==> src/rtl/brick_draw.sv <==
// brick_draw -- redraws a COLS x ROWS brick grid into a 160x120 frame buffer,
// one pixel per clock, after a single-cycle go pulse.
//
// Ports:
//   clk          system clock
//   resetn       synchronous, active-low reset
//   go           start a full-grid redraw (accepted only when idle)
//   brick_alive  one bit per brick, index row*COLS+col (snapshotted on go)
//   x, y         pixel address (8-bit column, 7-bit row)
//   colour       3-bit RGB pixel colour
//   plot         frame-buffer write enable
//   busy         high for every pixel cycle of a scan
//   done         one-cycle pulse after the last pixel cycle
//
// Build option: define BRICK_DRAW_ERASE_EN to paint dead bricks black
// (plot=1, colour=0); by default dead-brick pixels are skipped (plot=0).
module brick_draw #(
  parameter int COLS    = 8,
  parameter int ROWS    = 4,
  parameter int BRICK_W = 16,
  parameter int BRICK_H = 4,
  parameter int X0      = 16,
  parameter int Y0      = 8
) (
  input  logic                 clk,
  input  logic                 resetn,
  input  logic                 go,
  input  logic [COLS*ROWS-1:0] brick_alive,
  output logic [7:0]           x,
  output logic [6:0]           y,
  output logic [2:0]           colour,
  output logic                 plot,
  output logic                 busy,
  output logic                 done
);

  localparam int NB  = COLS * ROWS;
  localparam int PXW = (BRICK_W > 1) ? $clog2(BRICK_W) : 1;
  localparam int PYW = (BRICK_H > 1) ? $clog2(BRICK_H) : 1;
  localparam int CW  = (COLS > 1) ? $clog2(COLS) : 1;
  localparam int RW  = (ROWS > 1) ? $clog2(ROWS) : 1;

  localparam logic [7:0] X0_8 = 8'(X0);
  localparam logic [7:0] BW_8 = 8'(BRICK_W);
  localparam logic [6:0] Y0_7 = 7'(Y0);
  localparam logic [6:0] BH_7 = 7'(BRICK_H);

  localparam logic [1:0] IDLE = 2'd0;
  localparam logic [1:0] SCAN = 2'd1;
  localparam logic [1:0] DONE = 2'd2;

  // The grid must fit the 160x120 frame so 8/7-bit address arithmetic never wraps.
  if ((X0 + COLS * BRICK_W > 160) || (Y0 + ROWS * BRICK_H > 120)) begin : g_bad_params
    $error("brick_draw: brick grid does not fit the 160x120 frame");
  end

  logic [1:0]     state;
  logic [PXW-1:0] px,  px_n;
  logic [PYW-1:0] py,  py_n;
  logic [CW-1:0]  col, col_n;
  logic [RW-1:0]  row, row_n;
  logic [NB-1:0]  snapshot;
  logic           last_px, last_py, last_col, last_row, last_pixel;

  // Alive bit of brick (frow, fcol) taken from a brick vector.
  function automatic logic alive_at(input logic [NB-1:0] vec, input logic [RW-1:0] frow,
                                    input logic [CW-1:0] fcol);
    logic [NB-1:0] sh;
    sh = vec >> (int'(frow) * COLS + int'(fcol));
    return sh[0];
  endfunction

  // {plot, colour} for one pixel; the last column/row of each cell is the gap.
  function automatic logic [3:0] pixel_of(input logic [PXW-1:0] fpx, input logic [PYW-1:0] fpy,
                                          input logic [RW-1:0] frow, input logic alive);
    logic       gap;
    logic [7:0] row8;
    logic [3:0] r;
    gap  = (fpx == PXW'(BRICK_W - 1)) || (fpy == PYW'(BRICK_H - 1));
    row8 = 8'(frow);
    if (alive) begin
      if (gap) begin
        r = 4'b1000;
      end else begin
        r = {1'b1, 3'(row8 % 8'd7) + 3'd1};
      end
    end else begin
`ifdef BRICK_DRAW_ERASE_EN
      r = 4'b1000;
`else
      r = 4'b0000;
`endif
    end
    return r;
  endfunction

  // Wrap flags and next scan position; px is fastest, row slowest.
  always_comb begin
    last_px    = (px  == PXW'(BRICK_W - 1));
    last_py    = (py  == PYW'(BRICK_H - 1));
    last_col   = (col == CW'(COLS - 1));
    last_row   = (row == RW'(ROWS - 1));
    last_pixel = last_px && last_py && last_col && last_row;
    px_n  = px + PXW'(1);
    py_n  = py;
    col_n = col;
    row_n = row;
    if (last_px) begin
      px_n = '0;
      py_n = py + PYW'(1);
      if (last_py) begin
        py_n  = '0;
        col_n = col + CW'(1);
        if (last_col) begin
          col_n = '0;
          row_n = row + RW'(1);
        end
      end
    end
  end

  // Sequencer: counters always describe the pixel currently on the outputs.
  always_ff @(posedge clk) begin
    if (!resetn) begin
      state    <= IDLE;
      px       <= '0;
      py       <= '0;
      col      <= '0;
      row      <= '0;
      snapshot <= '0;
      x        <= 8'd0;
      y        <= 7'd0;
      colour   <= 3'd0;
      plot     <= 1'b0;
      busy     <= 1'b0;
      done     <= 1'b0;
    end else begin
      // Quiet outputs unless a pixel is being emitted below.
      x      <= 8'd0;
      y      <= 7'd0;
      colour <= 3'd0;
      plot   <= 1'b0;
      busy   <= 1'b0;
      done   <= 1'b0;
      case (state)
        IDLE: begin
          if (go) begin
            state    <= SCAN;
            snapshot <= brick_alive;
            px       <= '0;
            py       <= '0;
            col      <= '0;
            row      <= '0;
            busy     <= 1'b1;
            x        <= X0_8;
            y        <= Y0_7;
            // Snapshot is not loaded yet, so pixel 0 reads the live input.
            {plot, colour} <= pixel_of('0, '0, '0, alive_at(brick_alive, '0, '0));
          end else begin
            state <= IDLE;
          end
        end
        SCAN: begin
          if (last_pixel) begin
            state <= DONE;
            px    <= '0;
            py    <= '0;
            col   <= '0;
            row   <= '0;
            done  <= 1'b1;
          end else begin
            state <= SCAN;
            px    <= px_n;
            py    <= py_n;
            col   <= col_n;
            row   <= row_n;
            busy  <= 1'b1;
            x     <= X0_8 + 8'(col_n) * BW_8 + 8'(px_n);
            y     <= Y0_7 + 7'(row_n) * BH_7 + 7'(py_n);
            {plot, colour} <= pixel_of(px_n, py_n, row_n, alive_at(snapshot, row_n, col_n));
          end
        end
        DONE: begin
          state <= IDLE;
        end
        default: begin
          state <= IDLE;
        end
      endcase
    end
  end

endmodule

==> config.mk <==
export PLATFORM = sky130hd
export DESIGN_NAME = brick_draw
export DESIGN_NICKNAME = d
export VERILOG_FILES = /design/src/rtl/brick_draw.sv
export SDC_FILE = /design/constraint.sdc
export NUM_CORES = 1
export LEC_CHECK = 0
export CAP_MARGIN = 10
export CELL_PAD_IN_SITES_DETAIL_PLACEMENT = 1
export CELL_PAD_IN_SITES_GLOBAL_PLACEMENT = 1
export CORE_ASPECT_RATIO = 1.5
export CORE_MARGIN = 1
export CORE_UTILIZATION = 38
export DETAILED_ROUTE_END_ITERATION = 8
export PLACE_DENSITY = 0.88
export SYNTH_ARGS = -nofsm -noshare
export SYNTH_HDL_FRONTEND = slang
export SYNTH_SLANG_ARGS = --single-unit
==> constraint.sdc <==
create_clock -name clk -period 3 [get_ports clk]
set_input_delay 0.9 -clock clk [delete_from_list [all_inputs] [get_ports clk]]
set_output_delay 0.9 -clock clk [all_outputs]
set_load 0.01 [all_outputs]
==> summary.txt <==
Run status
  – Status: finished clean

Drt
  – Detail Route Antenna Nets: 0
  – DRC: 0
  – DRT Wirelength: 7500 um
  – DR vias/cell: slightly above 5
  – Starting DRT DRC Count: 57
  – TritonRoute pass-1 iters: 4
  – Routed WL per cell: about 15 um
  – DR vias: 2511

Global routing
  – Total grt overflow: 0
  – First-pass GRT wire length: 12200 um
  – Antenna violations before repair: 0
  – Total GRT Usage: 20.5%
  – Number of global-route vias before repair: approximately 2600
  – Pin count of the biggest net entering global routing: 40

Timing
  – RSZ-0062 raised after global routing: false
  – Worst slew pin tran: 0.687 ns
  – Slew headroom: 54.0%
  – Period minus WS final: 2.73 ns
  – Clock Skews: 0.00601 ns
  – Peak Freq: 366 MHz
  – Hold slack: around 0.47 ns
  – Final hold violations: 0
  – Fin. max-slew vios: 0
  – Part of the cycle the worst path needs: 91.1%
  – TNS Setup: 0 ns
  – Count of final setup violators: 0
  – PnR worst setup slack: ~0.27 ns

Hold path
  – Hold WC Path Type: flop to flop

Die
  – Die H: 109 um
  – Core box area: 7270 sq um
  – # rows: 38
  – Horiz. Die Dim: approximately 73 um
  – Die ar.: 7960 sq um
  – Initial core utilization: 39.7%
  – Num ports: 56

Layout
  – Most common cell after layout, fill and taps aside: nand2_1
  – Diodes inserted: 0
  – Synthesis-to-finish area growth: 29.5%
  – Most frequent cells in the layout: 82 x nand2_1, 63 x dfxtp_1, 53 x clkdlybuf4s50_1, 33 x a21boi_0, 19 x nor2_1
  – Fillers: 855
  – Non-filler cells, final: 487
  – Share of cells above drive strength 1: about a tenth
  – Final core occ: between 50% and 60%
  – Nets: 425

Synthesis
  – Mapped cell area: 2890 sq um
  – Register bit total from synthesis: 63
  – Post-synth cell types: 47
  – Synth warnings: 0
  – Ys async rst share: 0%
  – Synth Flop Type: dfxtp_1
  – Share of the synthesized area in the top cell type: 43.7%
  – Post-synth EDFFs: 0
  – Post-synthesis sequential area ratio: 43.7%
  – Synth Instances: 327
  – Synth area leaders: dfxtp_1 44%, nand2_1 11%, a21boi_0 8.6%
  – Post-Syn Area per Cell: 8.83 sq um
  – Yosys top cell by area: dfxtp_1

Pwr
  – Maximum vdd drop: 0.317 mV
  – Reg power frac: between 40% and 50%
  – Clk pwr share: a little over two fifths
  – Net Sw Frac: 23.7%
  – Gate power share: a little under a tenth
  – Sw power: around 0.45 mW
  – Pint: between 1 and 1.5 mW
  – Total power density per cell area: roughly 510 nW/um^2
  – LEAKAGE: 1.55 nW

Clocking
  – Setup Buffers After CTS: 0
  – Sink Count: between 60 and 70
  – Num CTS Buffers: 9
  – Max Root-Sink Buffers: 2
  – Clock Pin Slew Worst Setup and Hold Paths: 0.07 ns
  – Hold buffer count at CTS: 0
  – TritonCTS clock tree: built
  – PostCTS Resize Cnt: 0
  – H-tree depth: 3
  – Worst-skew pair later-pin latency: 0.34 ns
  – CTS root buf: clkbuf_8

Critical path
  – Crit path arrival time: 2.96 ns
  – Crit Path Max Fanout: 13
  – Crit start category: flop
  – Critical Path End Type: flop
  – Critical path required time: roughly 3.2 ns
  – WS Path Type: flop to flop

Placement
  – Global placer's final weighted congestion: 0.824
  – Placed wire-length estimate: 5760 um
  – Placed Instances: ~470
  – Dpl ws: about 0.27 ns
  – Number of port buffers: 53

Job
  – Max_cap viols: 0
## sequential cells by signal, summed over array words and instances (netlist names)
register,cells
plot,1
py,2
snapshot,32
col,3
row,2
px,4
colour,3
done,1
y,5
state,2
x,8
## routing by layer
layer	GRT usage [%]	wire (um)	vias up
li1	-	-	1230
met1	21.0	2930	1209
met2	38.6	4120	56
met3	3.97	190	16
met4	10.4	259	0
met5	0	0	-
## per-stage QoR
step	cell area [sq um]	power (mW)
after floorplan	2890	1.01
after global placement	3510	1.10
after detailed placement	3510	1.10
after CTS	3740	1.93
after global routing	3740	1.99
final	3740	1.91
## worst paths after layout
path | startpoint | end | slack, ns | depth (start not counted)
worst max-delay path | py[0]$_SDFFE_PN0P_ | colour[0]$_SDFF_PN0_ | 0.27 | 8
worst min register to register | snapshot[27]$_SDFFE_PN0P_ | snapshot[27]$_SDFFE_PN0P_ | 0.47 | 2
worst max register to register | py[0]$_SDFFE_PN0P_ | colour[0]$_SDFF_PN0_ | 0.27 | 8
worst min-delay path | snapshot[27]$_SDFFE_PN0P_ | snapshot[27]$_SDFFE_PN0P_ | 0.47 | 2
## cell families after synthesis
family,count (synthesis),synth area share [%]
other cells,1,0.130
fa+ha+maj,8,3.47
simple gates,132,20.5
compound gates,78,20.2
xor+xnor,3,0.910
flops,63,43.7
mux,17,6.81
buf+inv,25,4.33
## worst max-delay path: stages, from the launching register on
cell and delay (ns):
dfxtp_1 0.44, ha_1 0.21, and4_2 0.46, mux2i_4 0.56
mux2i_1 0.27, o22ai_1 0.11, o31ai_1 0.27, o32a_2 0.21
o22ai_1 0.08
## power groups by stage
stage / registers, mW / clock network, mW / logic [mW]
after floorplan: 0.913 / 0 / 0.0957
after global placement: 0.918 / 0 / 0.177
after detailed placement: 0.918 / 0 / 0.186
after CTS: 0.899 / 0.840 / 0.187
after global routing: 0.903 / 0.878 / 0.205
final: 0.899 / 0.829 / 0.184
## cells in the mapped netlist (2+ instances only)
library cell,n
nor2b_1,7
inv_1,5
xor2_1,3
and2_1,2
dfxtp_1,63
nand2_1,82
a21o_1,6
a22oi_1,2
nor3_1,7
nand2b_1,3
o22ai_1,4
nor2_1,19
nand3_1,3
buf_6,2
a21oi_1,8
mux2i_4,2
a211oi_1,2
buf_4,3
a21boi_0,33
a31oi_1,4
o21ai_0,6
ha_1,8
mux2i_1,14
a221o_2,4
and3_1,2
clkbuf_1,12
## final cells by class
cell class / count / area [sq um] / area share (%)
Timing Repair Buffer: 63 / 606 / 16.2
Sequential cell: 63 / 1260 / 33.7
Tap cell: 100 / 125 / 3.35
Clock buffer: 11 / 141 / 3.78
Inverter: 5 / 18.8 / 0.502
Clock inverter: 5 / 81.3 / 2.18
Multi-Input combinational cell: 240 / 1500 / 40.2
Note: power is estimated with default switching activity, not from simulation.
